<file path="src/rtl/vga_pkg.sv">
// Shared VGA widths, background state encoding and palette for the scrolling background.
package vga_pkg;

    localparam int unsigned HCOUNT_W = 11;
    localparam int unsigned VCOUNT_W = 11;
    localparam int unsigned RGB_W    = 12;

    typedef enum logic [1:0] {
        DAY   = 2'd0,
        DUSK  = 2'd1,
        NIGHT = 2'd2,
        DAWN  = 2'd3
    } bg_state_t;

    localparam logic [RGB_W-1:0] RGB_BLANK    = 12'h000;
    localparam logic [RGB_W-1:0] SKY_DAY      = 12'h55F;
    localparam logic [RGB_W-1:0] SKY_DUSK     = 12'hF84;
    localparam logic [RGB_W-1:0] SKY_NIGHT    = 12'h114;
    localparam logic [RGB_W-1:0] SKY_DAWN     = 12'hF84;
    localparam logic [RGB_W-1:0] GRASS_DARK   = 12'h0B0;
    localparam logic [RGB_W-1:0] GRASS_LIGHT  = 12'h0F0;
    localparam logic [RGB_W-1:0] GRASS_NIGHT  = 12'h060;
    localparam logic [RGB_W-1:0] GROUND_DAY   = 12'hA52;
    localparam logic [RGB_W-1:0] GROUND_NIGHT = 12'h521;

    function automatic logic [RGB_W-1:0] sky_colour(input bg_state_t s);
        logic [RGB_W-1:0] c;
        c = SKY_DAY;
        unique case (s)
            DAY:     c = SKY_DAY;
            DUSK:    c = SKY_DUSK;
            NIGHT:   c = SKY_NIGHT;
            DAWN:    c = SKY_DAWN;
            default: c = SKY_DAY;
        endcase
        return c;
    endfunction

endpackage

</file>
<file path="src/rtl/vga_if.sv">
// VGA timing plus colour bundle passed between drawing stages.
interface vga_if;
    import vga_pkg::*;

    logic [VCOUNT_W-1:0] vcount;
    logic [HCOUNT_W-1:0] hcount;
    logic                vsync;
    logic                hsync;
    logic                vblnk;
    logic                hblnk;
    logic [RGB_W-1:0]    rgb;

    modport in  (input  vcount, hcount, vsync, hsync, vblnk, hblnk, rgb);
    modport out (output vcount, hcount, vsync, hsync, vblnk, hblnk, rgb);
endinterface

</file>
<file path="src/rtl/bg_daynight_fsm.sv">
// Day/night phase sequencer: dwells a fixed number of frames in each phase.
module bg_daynight_fsm
    import vga_pkg::*;
#(
    parameter int unsigned DAY_FRAMES   = 600,
    parameter int unsigned TRANS_FRAMES = 120
) (
    input  logic      clk,
    input  logic      rst,
    input  logic      frame_tick,
    input  logic      cycle_en,
    output bg_state_t state
);

    localparam int unsigned MAX_FRAMES = (DAY_FRAMES > TRANS_FRAMES) ? DAY_FRAMES : TRANS_FRAMES;
    localparam int unsigned CNT_W      = (MAX_FRAMES > 1) ? $clog2(MAX_FRAMES) : 1;

    bg_state_t        state_next;
    logic [CNT_W-1:0] cnt;
    logic [CNT_W-1:0] cnt_next;
    logic [CNT_W-1:0] dwell_last;

    always_ff @(posedge clk) begin
        if (rst) begin
            state <= DAY;
            cnt   <= '0;
        end else begin
            state <= state_next;
            cnt   <= cnt_next;
        end
    end

    // Counter only moves on enabled frame ticks, so a paused cycle resumes where it left off.
    always_comb begin
        state_next = state;
        cnt_next   = cnt;
        dwell_last = ((state == DAY) || (state == NIGHT)) ? CNT_W'(DAY_FRAMES - 1)
                                                           : CNT_W'(TRANS_FRAMES - 1);
        if (frame_tick && cycle_en) begin
            if (cnt == dwell_last) begin
                cnt_next = '0;
                unique case (state)
                    DAY:     state_next = DUSK;
                    DUSK:    state_next = NIGHT;
                    NIGHT:   state_next = DAWN;
                    DAWN:    state_next = DAY;
                    default: state_next = DAY;
                endcase
            end else begin
                cnt_next = cnt + CNT_W'(1);
            end
        end
    end

endmodule

</file>
<file path="src/rtl/draw_bg_scroll.sv">
// Background layer: sky tinted by day/night phase, scrolling striped grass, ground band.
module draw_bg_scroll
    import vga_pkg::*;
#(
    parameter int unsigned GRASS_TOP    = 675,
    parameter int unsigned GROUND_TOP   = 700,
    parameter int unsigned STRIPE_W     = 16,
    parameter int unsigned DAY_FRAMES   = 600,
    parameter int unsigned TRANS_FRAMES = 120
) (
    input  logic       clk,
    input  logic       rst,
    input  logic       scroll_en,
    input  logic [3:0] speed,
    input  logic       cycle_en,
    vga_if.in          vin,
    vga_if.out         vout,
    output logic [1:0] phase
);

    localparam int unsigned OFF_W = $clog2(2 * STRIPE_W);
    localparam logic [VCOUNT_W-1:0] GRASS_TOP_V  = VCOUNT_W'(GRASS_TOP);
    localparam logic [VCOUNT_W-1:0] GROUND_TOP_V = VCOUNT_W'(GROUND_TOP);

    bg_state_t        state;
    logic             vblnk_prev;
    logic             frame_tick_c;
    logic [OFF_W-1:0] offset;
    logic [OFF_W-1:0] stripe_pos_c;
    logic [RGB_W-1:0] rgb_c;

    assign frame_tick_c = vin.vblnk & ~vblnk_prev;
    // Stripe period is a power of two, so the wrap is just the low bits of the sum.
    assign stripe_pos_c = vin.hcount[OFF_W-1:0] + offset;
    assign phase        = state;

    bg_daynight_fsm #(
        .DAY_FRAMES   (DAY_FRAMES),
        .TRANS_FRAMES (TRANS_FRAMES)
    ) u_daynight (
        .clk        (clk),
        .rst        (rst),
        .frame_tick (frame_tick_c),
        .cycle_en   (cycle_en),
        .state      (state)
    );

    always_comb begin
        rgb_c = RGB_BLANK;
        if (vin.vblnk || vin.hblnk) begin
            rgb_c = RGB_BLANK;
        end else if (vin.vcount <= GRASS_TOP_V) begin
            rgb_c = sky_colour(state);
        end else if (vin.vcount <= GROUND_TOP_V) begin
            if (state == NIGHT)
                rgb_c = GRASS_NIGHT;
            else
                rgb_c = stripe_pos_c[OFF_W-1] ? GRASS_LIGHT : GRASS_DARK;
        end else begin
            rgb_c = (state == NIGHT) ? GROUND_NIGHT : GROUND_DAY;
        end
    end

    always_ff @(posedge clk) begin
        if (rst) begin
            vout.vcount <= '0;
            vout.hcount <= '0;
            vout.vsync  <= 1'b0;
            vout.hsync  <= 1'b0;
            vout.vblnk  <= 1'b0;
            vout.hblnk  <= 1'b0;
            vout.rgb    <= '0;
            vblnk_prev  <= 1'b0;
            offset      <= '0;
        end else begin
            vout.vcount <= vin.vcount;
            vout.hcount <= vin.hcount;
            vout.vsync  <= vin.vsync;
            vout.hsync  <= vin.hsync;
            vout.vblnk  <= vin.vblnk;
            vout.hblnk  <= vin.hblnk;
            vout.rgb    <= rgb_c;
            vblnk_prev  <= vin.vblnk;
            if (frame_tick_c && scroll_en)
                offset <= offset + OFF_W'(speed);
        end
    end

endmodule

</file>
<file path="src/flat_wrapper.sv">
// flat-port wrapper written by rule: the top's interface ports become plain ports
module draw_bg_scroll_flat import vga_pkg::*;
#(
    parameter int unsigned GRASS_TOP    = 675,
    parameter int unsigned GROUND_TOP   = 700,
    parameter int unsigned STRIPE_W     = 16,
    parameter int unsigned DAY_FRAMES   = 600,
    parameter int unsigned TRANS_FRAMES = 120
)
  (clk, rst, scroll_en, speed, cycle_en, phase, vin_vcount, vin_hcount, vin_vsync, vin_hsync, vin_vblnk, vin_hblnk, vin_rgb, vout_vcount, vout_hcount, vout_vsync, vout_hsync, vout_vblnk, vout_hblnk, vout_rgb);
  vga_if vin_i ();
  vga_if vout_i ();
  input  logic clk;
  input  logic rst;
  input  logic scroll_en;
  input  logic [3:0] speed;
  input  logic cycle_en;
  output logic [1:0] phase;
  input wire logic [$bits(vin_i.vcount)-1:0] vin_vcount;
  input wire logic [$bits(vin_i.hcount)-1:0] vin_hcount;
  input wire logic [$bits(vin_i.vsync)-1:0] vin_vsync;
  input wire logic [$bits(vin_i.hsync)-1:0] vin_hsync;
  input wire logic [$bits(vin_i.vblnk)-1:0] vin_vblnk;
  input wire logic [$bits(vin_i.hblnk)-1:0] vin_hblnk;
  input wire logic [$bits(vin_i.rgb)-1:0] vin_rgb;
  output wire logic [$bits(vout_i.vcount)-1:0] vout_vcount;
  output wire logic [$bits(vout_i.hcount)-1:0] vout_hcount;
  output wire logic [$bits(vout_i.vsync)-1:0] vout_vsync;
  output wire logic [$bits(vout_i.hsync)-1:0] vout_hsync;
  output wire logic [$bits(vout_i.vblnk)-1:0] vout_vblnk;
  output wire logic [$bits(vout_i.hblnk)-1:0] vout_hblnk;
  output wire logic [$bits(vout_i.rgb)-1:0] vout_rgb;
  assign vin_i.vcount = vin_vcount;
  assign vin_i.hcount = vin_hcount;
  assign vin_i.vsync = vin_vsync;
  assign vin_i.hsync = vin_hsync;
  assign vin_i.vblnk = vin_vblnk;
  assign vin_i.hblnk = vin_hblnk;
  assign vin_i.rgb = vin_rgb;
  assign vout_vcount = vout_i.vcount;
  assign vout_hcount = vout_i.hcount;
  assign vout_vsync = vout_i.vsync;
  assign vout_hsync = vout_i.hsync;
  assign vout_vblnk = vout_i.vblnk;
  assign vout_hblnk = vout_i.hblnk;
  assign vout_rgb = vout_i.rgb;
  draw_bg_scroll #(.GRASS_TOP(GRASS_TOP), .GROUND_TOP(GROUND_TOP), .STRIPE_W(STRIPE_W), .DAY_FRAMES(DAY_FRAMES), .TRANS_FRAMES(TRANS_FRAMES)) u_core (.clk(clk), .rst(rst), .scroll_en(scroll_en), .speed(speed), .cycle_en(cycle_en), .vin(vin_i), .vout(vout_i), .phase(phase));
endmodule
</file>
<file path="config.mk">
export PLATFORM = sky130hd
export DESIGN_NAME = draw_bg_scroll_flat
export DESIGN_NICKNAME = d
export VERILOG_FILES = /design/src/rtl/vga_pkg.sv /design/src/rtl/vga_if.sv /design/src/rtl/bg_daynight_fsm.sv /design/src/rtl/draw_bg_scroll.sv /design/src/flat_wrapper.sv
export SDC_FILE = /design/constraint.sdc
export NUM_CORES = 1
export LEC_CHECK = 0
export CORE_MARGIN = 5
export CORE_UTILIZATION = 46
export DETAILED_ROUTE_END_ITERATION = 8
export MAX_ROUTING_LAYER = met4
export PLACE_DENSITY = 0.84
export SLEW_MARGIN = 25
export SYNTH_ARGS = -nofsm -noshare
export SYNTH_HDL_FRONTEND = slang
export SYNTH_HIERARCHICAL = 1
export SYNTH_SLANG_ARGS = --single-unit
</file>
<file path="constraint.sdc">
create_clock -name clk -period 2.7 [get_ports clk]
set_clock_uncertainty 0.1 [all_clocks]
set_input_delay 0.27 -clock clk [delete_from_list [all_inputs] [get_ports clk]]
set_output_delay 0.27 -clock clk [all_outputs]
set_load 0.01 [all_outputs]
</file>
==> metrics.txt, run 1 <==
CP arrival 1.97 ns; Crit. End Element flip-flop; vias in the first global route 1628; Crit Path Max Fanout 10; R2R Path End u_core/offset[4]$_SDFFE_PP0P_; max-cap viol count 0; Max Buffers Root-to-Sink 2; Slew Viols, Final 0; CTS tree yes; crit path from vin_vblnk; Critical Path Max Stage Delay 0.48 ns; dominant synthesized flop cell dfxtp_1; placed insts 337; hold wc startpoint u_core/u_daynight/cnt[1]$_SDFFE_PP0P_; warnings from Yosys 6; hold path endpoint u_core/u_daynight/cnt[1]$_SDFFE_PP0P_; routability cong. 0.823; Final period util 69.6%; FF-to-FF Start u_core/offset[0]$_SDFFE_PP0P_; First-pass DRT Iterations 4; multi-input combinational cell area 1040 um^2; reg-to-reg slack, setup 0.97 ns; startpoint types primary input; Worst VDD drop 0.226 mV; Final Setup Violations 0; Critical-path top delay cell clkdlybuf4s50_1; Distinct cells, synth 43; post-layout utilization of the core 65.1%; register area 1080 um^2; 1st-iter DRT viols 58; synthesized area 2180 um^2; initial antenna violation count 0; most numerous cell in the Yosys netlist dfxtp_1; Final Hold Viols 0; die area 6210 um^2; crit-path cells clkdlybuf4s50_1 > nor2b_1 > and4_4 > o2111ai_4 > nand2b_2 > nor2_1; min cycle time layout 1.88 ns; overall routing resource usage 14.8%; num ports 86; Max Freq 533 MHz; I/O Buffers 73; # H-tree levels 2; total wire length 4380 um; Final nets 347; top cells by count, synth 54 x dfxtp_1, 28 x nor2b_1, 27 x nor2_1; worst skew pair latency 0.30 ns; Area growth syn-to-layout 39.2%; initial core utilization 46.8%; # Post-CTS Setup Buffers 0; site row count 25; CP required 2.79 ns; # DRC 0; number of flops mapped to enable cells by yosys 0; Worst-path clk slew 0.09 ns; Post-synth ARST share 0%; CTS sink count 54; Root Driver clkbuf_8; Net Count, Synth 272; Yosys reg bits 54; Post-DRT Antenna Nets 0; core area 4660 um^2; largest net degree at the start of global routing 35; Power Density 486 nW/um^2; leakage 1.13 nW; setup repair after global routing missed its margin no; die height 78.8 um; crit path kind primary input to flip-flop; DR vias 1703; status complete, no violations; Post-Syn Instances 215; Post-Layout Cell Count 344; post-synth top area cell dfxtp_1; Die X-Extent 78.8 um; Slew headroom 69.7%; FF-to-FF path depth 8; Remaining Overflow, GRT 0; antenna cell count 0; Wirelength per Cell 12.7 um; CTS Buf Count 5; Post-Route Setup TNS 0 ns; mean area per synthesized cell 10.1 um^2; register area share after synthesis 49.6%; first-pass GRT wire length 7090 um; Hold Path Stages 2; largest cells by area after synthesis dfxtp_1 50%, nor2b_1 8.0%, ha_1 5.7%; Worst Hold Class flip-flop to flip-flop; PostCTS Resize Cnt 0; Slew @ Worst Pin 0.453 ns; Synth top area share 49.6%; hold buffers post-CTS 0; # fillers 410; layout cells sized above 1 6.55%; dpl hpwl 3390 um; vias per cell 4.95
[routing by layer]
| layer | wire length [um] | GRT usage (%) | vias to the layer above |
|---|---|---|---|
| li1 | - | - | 872 |
| met1 | 1840 | 16.0 | 766 |
| met2 | 2200 | 25.8 | 58 |
| met3 | 273 | 4.08 | 7 |
| met4 | 64 | 6.19 | 0 |
| met5 | 0 | - | - |
[cell type report]
cell class                 instances  share of cell area (%)
clock inverter                     1                   0.247
tap                               54                    2.23
clock buffer                       6                    2.39
multi-input combinational        148                    34.2
inverter                           6                   0.742
timing repair buffer              75                    24.6
sequential                        54                    35.6
[sequential cells by signal (all words and copies together), names as in the netlist, 2 cells and up]
signal                   cells
u_core/u_daynight/state      2
u_core/vout.rgb             11
u_core/offset                5
u_core/vout.hcount          11
u_core/u_daynight/cnt       10
u_core/vout.vcount          11
[where the power goes]
group	switching, mW	internal, mW	total, mW
sequential	0.0111	0.827	0.838
clock	0.241	0.178	0.419
combinational	0.0896	0.128	0.217
total	0.342	1.13	1.47
[metrics by stage]
stage	power (mW)	hold slack, ns	setup slack (ns)	instance area, um^2
3_3_place_gp	1.07	0.375	0.528	2950
3_5_place_dp	1.08	0.385	0.484	2950
2_1_floorplan	0.952	0.242	1.10	2180
6_report	1.47	0.397	0.822	3030
5_1_grt	1.54	0.405	0.676	3030
4_1_cts	1.49	0.397	0.803	3030
[cell usage in the layout, fill, tap and decap left out, types with 3 or more instances in the layout]
master and n:
clkdlybuf4s50_1 73, dfxtp_1 54, nor2b_1 28, nor2_1 27
nand2_1 10, ha_1 10, xnor2_1 9, a21oi_1 8
inv_1 6, nor3_1 6, clkbuf_8 5, a211oi_1 5
xor2_1 5, mux2i_1 4, nand4_1 3
[how the worst max path moves through the flow]
| stage | to |
|---|---|
| floorplan | u_core/offset[4]$_SDFFE_PP0P_ |
| global placement | u_core/u_daynight/cnt[2]$_SDFFE_PP0P_ |
| detailed placement | u_core/u_daynight/cnt[5]$_SDFFE_PP0P_ |
| CTS | u_core/u_daynight/cnt[0]$_SDFFE_PP0P_ |
| global route | u_core/u_daynight/cnt[6]$_SDFFE_PP0P_ |
| finish | u_core/u_daynight/cnt[6]$_SDFFE_PP0P_ |
[critical path: cells and delay by family]
kind	cells	cell delay, ns
AND/OR/NAND/NOR	4	1.06
buffers and inverters	1	0.48
AO/OA/AOI/OAI	1	0.16
[cells by family (layout without fill, tap and decap cells)]
logic type / after synthesis / count (layout) / share of synthesized area (%)
DFF: 54 / 54 / 49.6
buffers and inverters: 13 / 88 / 2.81
and+or+nand+nor: 92 / 92 / 24.3
adders and majority gates: 11 / 11 / 6.66
xor gates and xnor gates: 14 / 14 / 5.63
muxes: 4 / 4 / 1.84
AOI/OAI and AO/OA: 27 / 27 / 9.19
No activity file was read; power rests on OpenSTA's default activity.
==> run 2, diff against run 1 <==
- CORE_UTILIZATION: 46 -> 39
- PLACE_DENSITY: 0.84 -> 0.76
- clock period: 2.7 -> 1.59 ns (I/O delays scaled with it)
==> run 2 against run 1 <==
  * Global-route usage fell by 1.6 points
  * Count of clock-buffer cells in the layout rose by 1
  * Setup slack got worse by 0.81 ns
  * Sequential power rose by 69%
  * Power rose by 86%
  * Die area rose by 16%
  * Critical endpoint is now u_core/offset[4]$_SDFFE_PP0P_
  * Largest cell class is now multi-input combinational cells
  * Largest power group unchanged
  * Highest routed layer unchanged
==> metrics.txt, run 2 (synthesis results as in run 1) <==
status complete, no violations; Wirelength per Cell 12.6 um (-1.3%); min cycle time layout 1.58 ns; routability cong. 0.836 (+1.6%); worst hold slack 0.0669 ns (-0.330 ns); Final period util 99.2%; Remaining Overflow, GRT 0 (unchanged); # DRC 0 (unchanged); Slew headroom 75.1% (+5.3 points); Crit Path Max Fanout 2 (-8); Worst-path clk slew 0.09 ns (about the same); initial core utilization 39.8% (-6.9 points); overall routing resource usage 13.2% (-1.6 points); num ports 86 (unchanged); 1st-iter DRT viols 29 (-50%); most frequent cells in the layout 62 x clkdlybuf4s50_1, 49 x dfxtp_1, 27 x nor2b_1; most common cell after layout, fill and taps aside clkdlybuf4s50_1; largest net degree at the start of global routing 21 (-40%); First-pass DRT Iterations 4 (unchanged); Max Buffers Root-to-Sink 2 (unchanged); die area 7180 um^2 (+16%); total wire length 4830 um (+10%); I/O Buffers 73 (unchanged); crit-path cells ha_4 > inv_2 > fa_2 > nor2b_1 > o21a_1 > o21ai_2 > xor2_1 > nor2_1; initial antenna violation count 0 (unchanged); Power Density 815 nW/um^2 (+68%); # H-tree levels 2 (unchanged); FF-to-FF Start u_core/offset[0]$_SDFFE_PP0P_; Top Registers u_core/vout.hcount x11, u_core/vout.rgb x11, u_core/vout.vcount x11; Crit. End Element flip-flop; worst path bufs/invs 1 (unchanged); hold wc startpoint vin_vcount[2]; met1 WL 2070 um (+12%); total power 2.75 mW (+86%); CTS Buf Count 5 (unchanged); Area growth syn-to-layout 54.6%; leakage 1.32 nW (+17%); CTS sink count 54 (unchanged); Slew Viols, Final 0 (unchanged); setup repair after global routing missed its margin yes; Worst VDD drop 0.391 mV (+73%); WL met2 2450 um (+12%); Final Setup Violations 0 (unchanged); R2R Path End u_core/offset[4]$_SDFFE_PP0P_; FF-to-FF path depth 8 (unchanged); worst skew pair latency 0.30 ns (about the same); Critical Path Max Stage Delay 0.36 ns (-0.12 ns); startpoint types flip-flop; max-cap viol count 0 (unchanged); core area 5470 um^2 (+17%); reg-to-reg slack, setup 0.01 ns (-0.96 ns); Post-DRT Antenna Nets 0 (unchanged); dpl hpwl 3710 um (+9.3%); Worst Hold Class primary input to flip-flop; DR vias 1781 (+4.6%); Top Layer Used met4; site row count 27 (+8.0%); CTS tree yes; met3 WL 256 um (-6.2%); vias in the first global route 1706 (+4.8%); Hold Path Stages 2 (unchanged); Slew @ Worst Pin 0.373 ns (-0.0799 ns); crit path kind flip-flop to flip-flop; first-pass GRT wire length 7560 um (+6.7%); vias per cell 4.64 (-6.3%); Final Hold Viols 0 (unchanged); Critical-path top delay cell dfxtp_2; CP required 1.67 ns (-1.12 ns); antenna cell count 0 (unchanged); Crit path max-delay family adder cells; Die X-Extent 84.8 um (+7.5%); CP arrival 1.66 ns (-0.31 ns); Root Driver clkbuf_8; hold path endpoint u_core/vout.vcount[2]$_SDFF_PP0_; die height 84.8 um (+7.5%); layout cells sized above 1 19.2% (+13 points); Max Freq 634 MHz; Final nets 368 (+6.1%)
==> run 2: report_power, final <==
group          leakage, nW  total (mW)  internal [mW]  switching [mW]
Sequential           0.447        1.42           1.40          0.0215
Clock               0.0524       0.883          0.472           0.412
Combinational        0.825       0.440          0.263           0.177
Total                 1.32        2.75           2.14           0.610
==> run 2: how the worst max path moves through the flow <==
stage,endpoint,start,slack (ns),depth (start not counted)
floorplan,u_core/offset[4]$_SDFFE_PP0P_,u_core/offset[0]$_SDFFE_PP0P_,0.04,8
CTS,u_core/offset[3]$_SDFFE_PP0P_,u_core/offset[1]$_SDFFE_PP0P_,0.005,7
global route,u_core/offset[4]$_SDFFE_PP0P_,u_core/offset[0]$_SDFFE_PP0P_,-0.1,8
finish,u_core/offset[4]$_SDFFE_PP0P_,u_core/offset[0]$_SDFFE_PP0P_,0.01,8
global placement,u_core/offset[4]$_SDFFE_PP0P_,speed[0],-0.28,9
detailed placement,u_core/vout.rgb[6]$_SDFF_PP0_,vin_vcount[9],-0.32,6
==> run 2: repair_timing <==
action / in CTS / in global routing
gates cloned: 0 / 0
hold buffers: 0 / 0
setup endpoints to repair: 4 / 23
resized for setup: 21 / 16
buffers inserted: 1 / 1
pin swaps: 14 / 10
==> run 2: cell type report <==
class / instances / area [um^2]
Timing Repair Buffer: 96 / 916
Clock buffer: 7 / 76.3
Fill cell: 482 / 2100
Inverter: 6 / 22.5
Multi-Input combinational cell: 148 / 1140
Clock inverter: 1 / 30.0
Tap cell: 72 / 90.1
Sequential cell: 54 / 1090
==> run 2: through the flow <==
stage	utilization [%]	area, um^2	std cells	worst slack (ns)	setup TNS, ns
floorplan	-	2180	215	0.0371	0
global placement	57.0	3120	374	-0.277	-5.48
detailed placement	57.0	3120	374	-0.318	-6.57
CTS	60.4	3310	383	0.00523	0
global route	61.6	3370	384	-0.0998	-0.139
finish	61.6	3370	384	0.0132	0
==> run 2: metal layers <==
| layer | global-route usage [%] | vias to the layer above |
|---|---|---|
| li1 | - | 915 |
| met1 | 14.8 | 810 |
| met2 | 23.6 | 51 |
| met3 | 2.26 | 5 |
| met4 | 4.75 | 0 |
| met5 | - | - |
